[src/rtl/uartcon_rx.sv]
// UART 8N1 receiver driven by the oversample clock level from the baud divider.
// Everything runs on clk; rate_clk rising edges are detected and used as ticks.
//
// state      | meaning
// -----------+---------------------------------------------------------
// IDLE       | line idle, waiting for a tick that sees rxd low
// START      | counting to the centre of the start bit, rejecting glitches
// DATA       | sampling eight data bits at bit centres, LSB first
// STOP       | sampling the stop bit; good byte is handed to the holding reg
// WAIT_IDLE  | framing error seen, waiting for the line to return high
module uartcon_rx #(
    parameter int OVERSAMPLE = 16,
    parameter int CNT_W      = 8
) (
    input  logic       clk,
    input  logic       rst_n,
    input  logic       rate_clk,
    input  logic       rxd,
    output logic [7:0] rx_data,
    output logic       rx_valid,
    input  logic       rx_ready,
    output logic       frame_err,
    output logic       overrun,
    output logic       busy
);

    localparam logic [2:0] S_IDLE      = 3'd0;
    localparam logic [2:0] S_START     = 3'd1;
    localparam logic [2:0] S_DATA      = 3'd2;
    localparam logic [2:0] S_STOP      = 3'd3;
    localparam logic [2:0] S_WAIT_IDLE = 3'd4;

    localparam logic [CNT_W-1:0] CNT_MID = CNT_W'(OVERSAMPLE / 2 - 1);
    localparam logic [CNT_W-1:0] CNT_END = CNT_W'(OVERSAMPLE - 1);
    localparam logic [CNT_W-1:0] CNT_ONE = CNT_W'(1);

    logic             rxd_m;
    logic             rxd_s;
    logic             rate_m;
    logic             rate_s;
    logic             rate_d;
    logic             tick;

    logic [2:0]       state;
    logic [CNT_W-1:0] cnt;
    logic [2:0]       bit_idx;
    logic [7:0]       shift;
    logic             deliver;

    // rxd idles high, so its synchronizer resets to 1 to avoid a false start.
    always_ff @(posedge clk or negedge rst_n) begin
        if (!rst_n) begin
            rxd_m  <= 1'b1;
            rxd_s  <= 1'b1;
            rate_m <= 1'b0;
            rate_s <= 1'b0;
            rate_d <= 1'b0;
        end else begin
            rxd_m  <= rxd;
            rxd_s  <= rxd_m;
            rate_m <= rate_clk;
            rate_s <= rate_m;
            rate_d <= rate_s;
        end
    end

    assign tick = rate_s & ~rate_d;

    always_ff @(posedge clk or negedge rst_n) begin
        if (!rst_n) begin
            state     <= S_IDLE;
            cnt       <= '0;
            bit_idx   <= 3'd0;
            shift     <= 8'h00;
            deliver   <= 1'b0;
            frame_err <= 1'b0;
        end else begin
            deliver   <= 1'b0;
            frame_err <= 1'b0;
            case (state)
                S_IDLE: begin
                    if (tick && !rxd_s) begin
                        state <= S_START;
                        cnt   <= '0;
                    end
                end
                S_START: begin
                    if (tick) begin
                        if (cnt == CNT_MID) begin
                            if (rxd_s) begin
                                state <= S_IDLE;
                            end else begin
                                cnt     <= '0;
                                bit_idx <= 3'd0;
                                state   <= S_DATA;
                            end
                        end else begin
                            cnt <= cnt + CNT_ONE;
                        end
                    end
                end
                S_DATA: begin
                    if (tick) begin
                        if (cnt == CNT_END) begin
                            shift[bit_idx] <= rxd_s;
                            cnt            <= '0;
                            if (bit_idx == 3'd7) begin
                                state <= S_STOP;
                            end else begin
                                bit_idx <= bit_idx + 3'd1;
                            end
                        end else begin
                            cnt <= cnt + CNT_ONE;
                        end
                    end
                end
                S_STOP: begin
                    if (tick) begin
                        if (cnt == CNT_END) begin
                            cnt <= '0;
                            if (rxd_s) begin
                                deliver <= 1'b1;
                                state   <= S_IDLE;
                            end else begin
                                frame_err <= 1'b1;
                                state     <= S_WAIT_IDLE;
                            end
                        end else begin
                            cnt <= cnt + CNT_ONE;
                        end
                    end
                end
                S_WAIT_IDLE: begin
                    if (rxd_s) begin
                        state <= S_IDLE;
                    end
                end
                default: begin
                    state <= S_IDLE;
                end
            endcase
        end
    end

    // A delivery may reuse the slot that the consumer is draining in the same clk.
    always_ff @(posedge clk or negedge rst_n) begin
        if (!rst_n) begin
            rx_data  <= 8'h00;
            rx_valid <= 1'b0;
            overrun  <= 1'b0;
        end else begin
            overrun <= 1'b0;
            if (deliver) begin
                if (!rx_valid || rx_ready) begin
                    rx_data  <= shift;
                    rx_valid <= 1'b1;
                end else begin
                    overrun <= 1'b1;
                end
            end else if (rx_valid && rx_ready) begin
                rx_valid <= 1'b0;
            end
        end
    end

    assign busy = (state != S_IDLE);

endmodule

[config.mk]
export PLATFORM = sky130hd
export DESIGN_NAME = uartcon_rx
export DESIGN_NICKNAME = d
export VERILOG_FILES = /design/src/rtl/uartcon_rx.sv
export SDC_FILE = /design/constraint.sdc
export NUM_CORES = 1
export LEC_CHECK = 0
export ABC_AREA = 1
export BUFFER_PORTS_ARGS = -buffer_cell sky130_fd_sc_hd__buf_4
export CORE_MARGIN = 3
export CORE_UTILIZATION = 32
export CTS_CLUSTER_DIAMETER = 40
export DETAILED_ROUTE_END_ITERATION = 16
export RECOVER_POWER = 100
export REMOVE_ABC_BUFFERS = 1
export SETUP_SLACK_MARGIN = 0.1
export SYNTH_ARGS = -nofsm -noshare
export SYNTH_HDL_FRONTEND = slang
export SYNTH_SLANG_ARGS = --single-unit
[constraint.sdc]
create_clock -name clk -period 2.5 [get_ports clk]
set_input_delay 0.375 -clock clk [delete_from_list [all_inputs] [get_ports clk]]
set_output_delay 0.375 -clock clk [all_outputs]
set_load 0.005 [all_outputs]
==> impl_metrics.prom <==
# TYPE chip_impl_metric gauge
chip_impl_info{name="outcome",value="finished, final reports clean"} 1
chip_impl_metric{name="floorplan.die.height",unit="µm"} 83.4
chip_impl_metric{name="clock_tree.htree_level_count",unit=""} 2
chip_impl_info{name="r2r-start",value="rate_s$_DFF_PN0_"} 1
chip_impl_metric{name="place.detailed.instances",unit=""} 301
chip_impl_metric{name="grt_max_degree",unit=""} 40
chip_impl_metric{name="floorplan.initialDensity",unit="%"} 34.0
chip_impl_metric{name="drt-wirelength-per-cell",unit="µm"} 11.0
chip_impl_metric{name="die_w",unit="µm"} 83.4
chip_impl_metric{name="cts-resized-gates",unit=""} 0
chip_impl_metric{name="synth-warning-count",unit=""} 0
chip_impl_metric{name="vdd_ir_drop_max",unit="mV"} 0.286
chip_impl_metric{name="ys_types",unit=""} 26
chip_impl_metric{name="power.density",unit="nW/µm²"} 796
chip_impl_metric{name="via_per_inst",unit=""} 4.66
chip_impl_metric{name="max_cap_violations",unit=""} 0
chip_impl_metric{name="synth.cell_area",unit="µm²"} 1920
chip_impl_metric{name="final.min_clock_period",unit="ns"} 1.77
chip_impl_metric{name="clk_latency",unit="ns"} 0.29
chip_impl_metric{name="grt_util_all_layers",unit="%"} 10.6
chip_impl_info{name="worst_path_dominant_cell_family",value="simple AND/OR/NAND/NOR gates"} 1
chip_impl_metric{name="postSynthCellCount",unit=""} 216
chip_impl_metric{name="postSynth.asyncResetShare",unit="%"} 100
chip_impl_metric{name="arrival_time_of_the_worst_setup_path",unit="ns"} 2.00
chip_impl_metric{name="timing.final.max_slew_violations",unit=""} 0
chip_impl_metric{name="place_hpwl",unit="µm"} 2480
chip_impl_metric{name="initial_antenna_violation_count",unit=""} 0
chip_impl_metric{name="coreArea",unit="µm²"} 5640
chip_impl_metric{name="totalPowerFinal",unit="W"} 0.00174
chip_impl_metric{name="clkSlewWorstSetupHoldPaths",unit="ns"} 0.08
chip_impl_info{name="tritoncts",value="built"} 1
chip_impl_metric{name="worstRegToRegCells",unit=""} 8
chip_impl_metric{name="io-pin-count",unit=""} 17
chip_impl_metric{name="detail_route.iter0.violations",unit=""} 73
chip_impl_info{name="worstPathCellList",value="inv_1, nor2_1, nand2_1, nand3_1, nand3_1, nor2_1, nand3_1, nand2_1"} 1
chip_impl_metric{name="final.setup.tns",unit="ns"} 0
chip_impl_metric{name="synth.avg_cell_area",unit="µm²"} 8.87
chip_impl_metric{name="max_clock_freq",unit="MHz"} 564
chip_impl_metric{name="first_pass_iters",unit=""} 4
chip_impl_metric{name="fin_cells",unit=""} 309
chip_impl_metric{name="slowest_delay",unit="ns"} 0.49
chip_impl_metric{name="via_count_of_the_first_global_routing_pass",unit=""} 1312
chip_impl_info{name="crit_path_category",value="reg -> reg"} 1
chip_impl_metric{name="final_hold_viol_count",unit=""} 0
chip_impl_metric{name="worst-path-buf-inv",unit=""} 1
chip_impl_metric{name="row_count",unit=""} 27
chip_impl_metric{name="clockBufferDepth",unit=""} 2
chip_impl_metric{name="postRouteAntennaNets",unit=""} 0
chip_impl_metric{name="setup-violations-final",unit=""} 0
chip_impl_metric{name="relSlewSlack",unit="%"} 62.1
chip_impl_metric{name="drt-total-wl",unit="µm"} 3400
chip_impl_metric{name="leakagePower",unit="nW"} 1.11
chip_impl_metric{name="final_min_period_over_clock_period",unit="%"} 71.0
chip_impl_info{name="critPathLaunchType",value="flip-flop"} 1
chip_impl_info{name="layout_commonest_cell",value="sky130_fd_sc_hd__nand2_1"} 1
chip_impl_metric{name="synthToLayoutAreaGrowth",unit="%"} 13.8
chip_impl_metric{name="post-route-drc-count",unit=""} 0
chip_impl_metric{name="placement.io_buffers",unit=""} 16
chip_impl_info{name="clockRootBuffer",value="sky130_fd_sc_hd__clkbuf_8"} 1
chip_impl_metric{name="seq_area_frac_synth",unit="%"} 51.0
chip_impl_metric{name="inserted_diodes",unit=""} 0
chip_impl_metric{name="critical_path_depth",unit=""} 8
chip_impl_metric{name="synth-seq-cells",unit=""} 39
chip_impl_metric{name="fin_nets",unit=""} 244
chip_impl_info{name="worst_setup_path_end_kind",value="flip-flop"} 1
chip_impl_metric{name="synth_edf_count",unit=""} 0
chip_impl_metric{name="clock-sinks",unit=""} 39
chip_impl_metric{name="worst_clock_skew",unit="ns"} 0.00348
chip_impl_metric{name="vias",unit=""} 1440
chip_impl_metric{name="drive_above_1_share",unit="%"} 18.1
chip_impl_metric{name="full_die_area",unit="µm²"} 6950
chip_impl_info{name="critPathSlowestCell",value="sky130_fd_sc_hd__nor2_1"} 1
chip_impl_metric{name="crit_required",unit="ns"} 2.73
chip_impl_metric{name="gpl.final_weighted_congestion",unit=""} 0.845
chip_impl_info{name="synth_ff_type",value="sky130_fd_sc_hd__dfrtp_1"} 1
chip_impl_metric{name="quantity_of_hold_fixing_buffers_added_after_cts",unit=""} 0
chip_impl_info{name="most-common-layout-cells",value="sky130_fd_sc_hd__nand2_1 (61), sky130_fd_sc_hd__dfrtp_1 (37), sky130_fd_sc_hd__nand3_1 (23)"} 1
chip_impl_info{name="worstSetupStartpoint",value="rate_s$_DFF_PN0_"} 1
chip_impl_info{name="grt_setup_unrepaired",value="false"} 1
chip_impl_metric{name="timing.critical_path.fanout_max",unit=""} 9
chip_impl_metric{name="cts_setup_buffers",unit=""} 0
chip_impl_metric{name="tritoncts.num_buffers",unit=""} 5
chip_impl_info{name="most_prevalent_standard_cell_on_the_critical_path",value="sky130_fd_sc_hd__nand3_1"} 1
chip_impl_metric{name="grt_overflow",unit=""} 0
chip_impl_metric{name="grt_first_pass_wirelength",unit="µm"} 6070
chip_impl_metric{name="worst_tran_pin_value",unit="ns"} 0.566
chip_impl_metric{name="final.hold.worst_slack",unit="ns"} 0.0443
chip_impl_info{name="worstHoldPathType",value="in -> async"} 1
[flip-flops by register name, summed over array words and instances, names as in the netlist, 3 cells and up]
| register | flops |
|---|---|
| rx_data | 8 |
| bit_idx | 3 |
| cnt | 8 |
| shift | 8 |
| state | 3 |
[Yosys cell counts (3+ instances only)]
library cell                n  share of area, %
sky130_fd_sc_hd__nor2_4     3               1.8
sky130_fd_sc_hd__nand3_1   21               5.5
sky130_fd_sc_hd__nand2_1   58                11
sky130_fd_sc_hd__nand2_2    5               1.6
sky130_fd_sc_hd__mux2_2     8               4.7
sky130_fd_sc_hd__o21bai_1   3               1.2
sky130_fd_sc_hd__o31ai_1    4               1.6
sky130_fd_sc_hd__o21ai_0    7               1.8
sky130_fd_sc_hd__ha_1       3               2.0
sky130_fd_sc_hd__inv_1     20               3.9
sky130_fd_sc_hd__nand4_1    4               1.3
sky130_fd_sc_hd__o21ai_1    3              0.78
sky130_fd_sc_hd__inv_2      4              0.78
sky130_fd_sc_hd__nor2_1    17               3.3
sky130_fd_sc_hd__dfrtp_1   37                48
sky130_fd_sc_hd__xor2_1     3               1.4
[layout make-up]
class	count	area, µm²
sequential	39	978
timing repair buffer	16	120
inverter	24	90.1
clock buffer	5	68.8
clock inverter	3	43.8
tap	72	90.1
multi-input combinational	150	791
fill	569	3460
[where the power goes]
part / total (W) / internal, W / switching, W
combinational: 0.000463 / 0.000144 / 0.000319
clock: 0.000516 / 0.000297 / 0.000219
sequential: 0.000758 / 0.000682 / 0.0000758
total: 0.00174 / 0.00112 / 0.000614
[routing by layer]
| layer | vias up | routed length (µm) | global-route usage [%] |
|---|---|---|---|
| li1 | 743 | - | - |
| met1 | 662 | 1630 | 13.8 |
| met2 | 29 | 1540 | 16.1 |
| met3 | 6 | 149 | 2.98 |
| met4 | 0 | 80 | 5.35 |
| met5 | - | 0 | 0 |
[kinds of logic (layout without fill, tap and decap cells)]
logic type | count (synthesis) | count (layout) | synth area share, %
AO/OA/AOI/OAI | 19 | 19 | 5.87
flip-flops | 39 | 39 | 51.0
XOR/XNOR | 5 | 5 | 2.29
adder cells (fa/ha/maj) | 3 | 3 | 1.96
buffers and inverters | 27 | 48 | 5.74
multiplexers | 8 | 8 | 4.70
AND/OR/NAND/NOR | 115 | 115 | 28.4
[metrics by stage]
step	instance area [µm²]	utilization, %	setup slack (ns)
after detailed placement	2110	37.3	0.889
after CTS	2220	39.3	0.873
after global routing	2180	38.7	0.508
final	2180	38.7	0.726
after global placement	2110	37.3	0.900
after floorplan	1900	-	1.06
[worst paths after layout]
check                                            end  slack (ns)
worst max-delay path              cnt[3]$_DFFE_PN0P_        0.73
worst min register to register       rxd_s$_DFF_PN1_        0.36
max in group asynchronous            rxd_s$_DFF_PN1_        2.11
worst min-delay path            state[1]$_DFFE_PN0P_        0.04
min in group clk                     rxd_m$_DFF_PN1_        0.19
worst max register to register    cnt[3]$_DFFE_PN0P_        0.73
(Power assumes the default switching activity.)
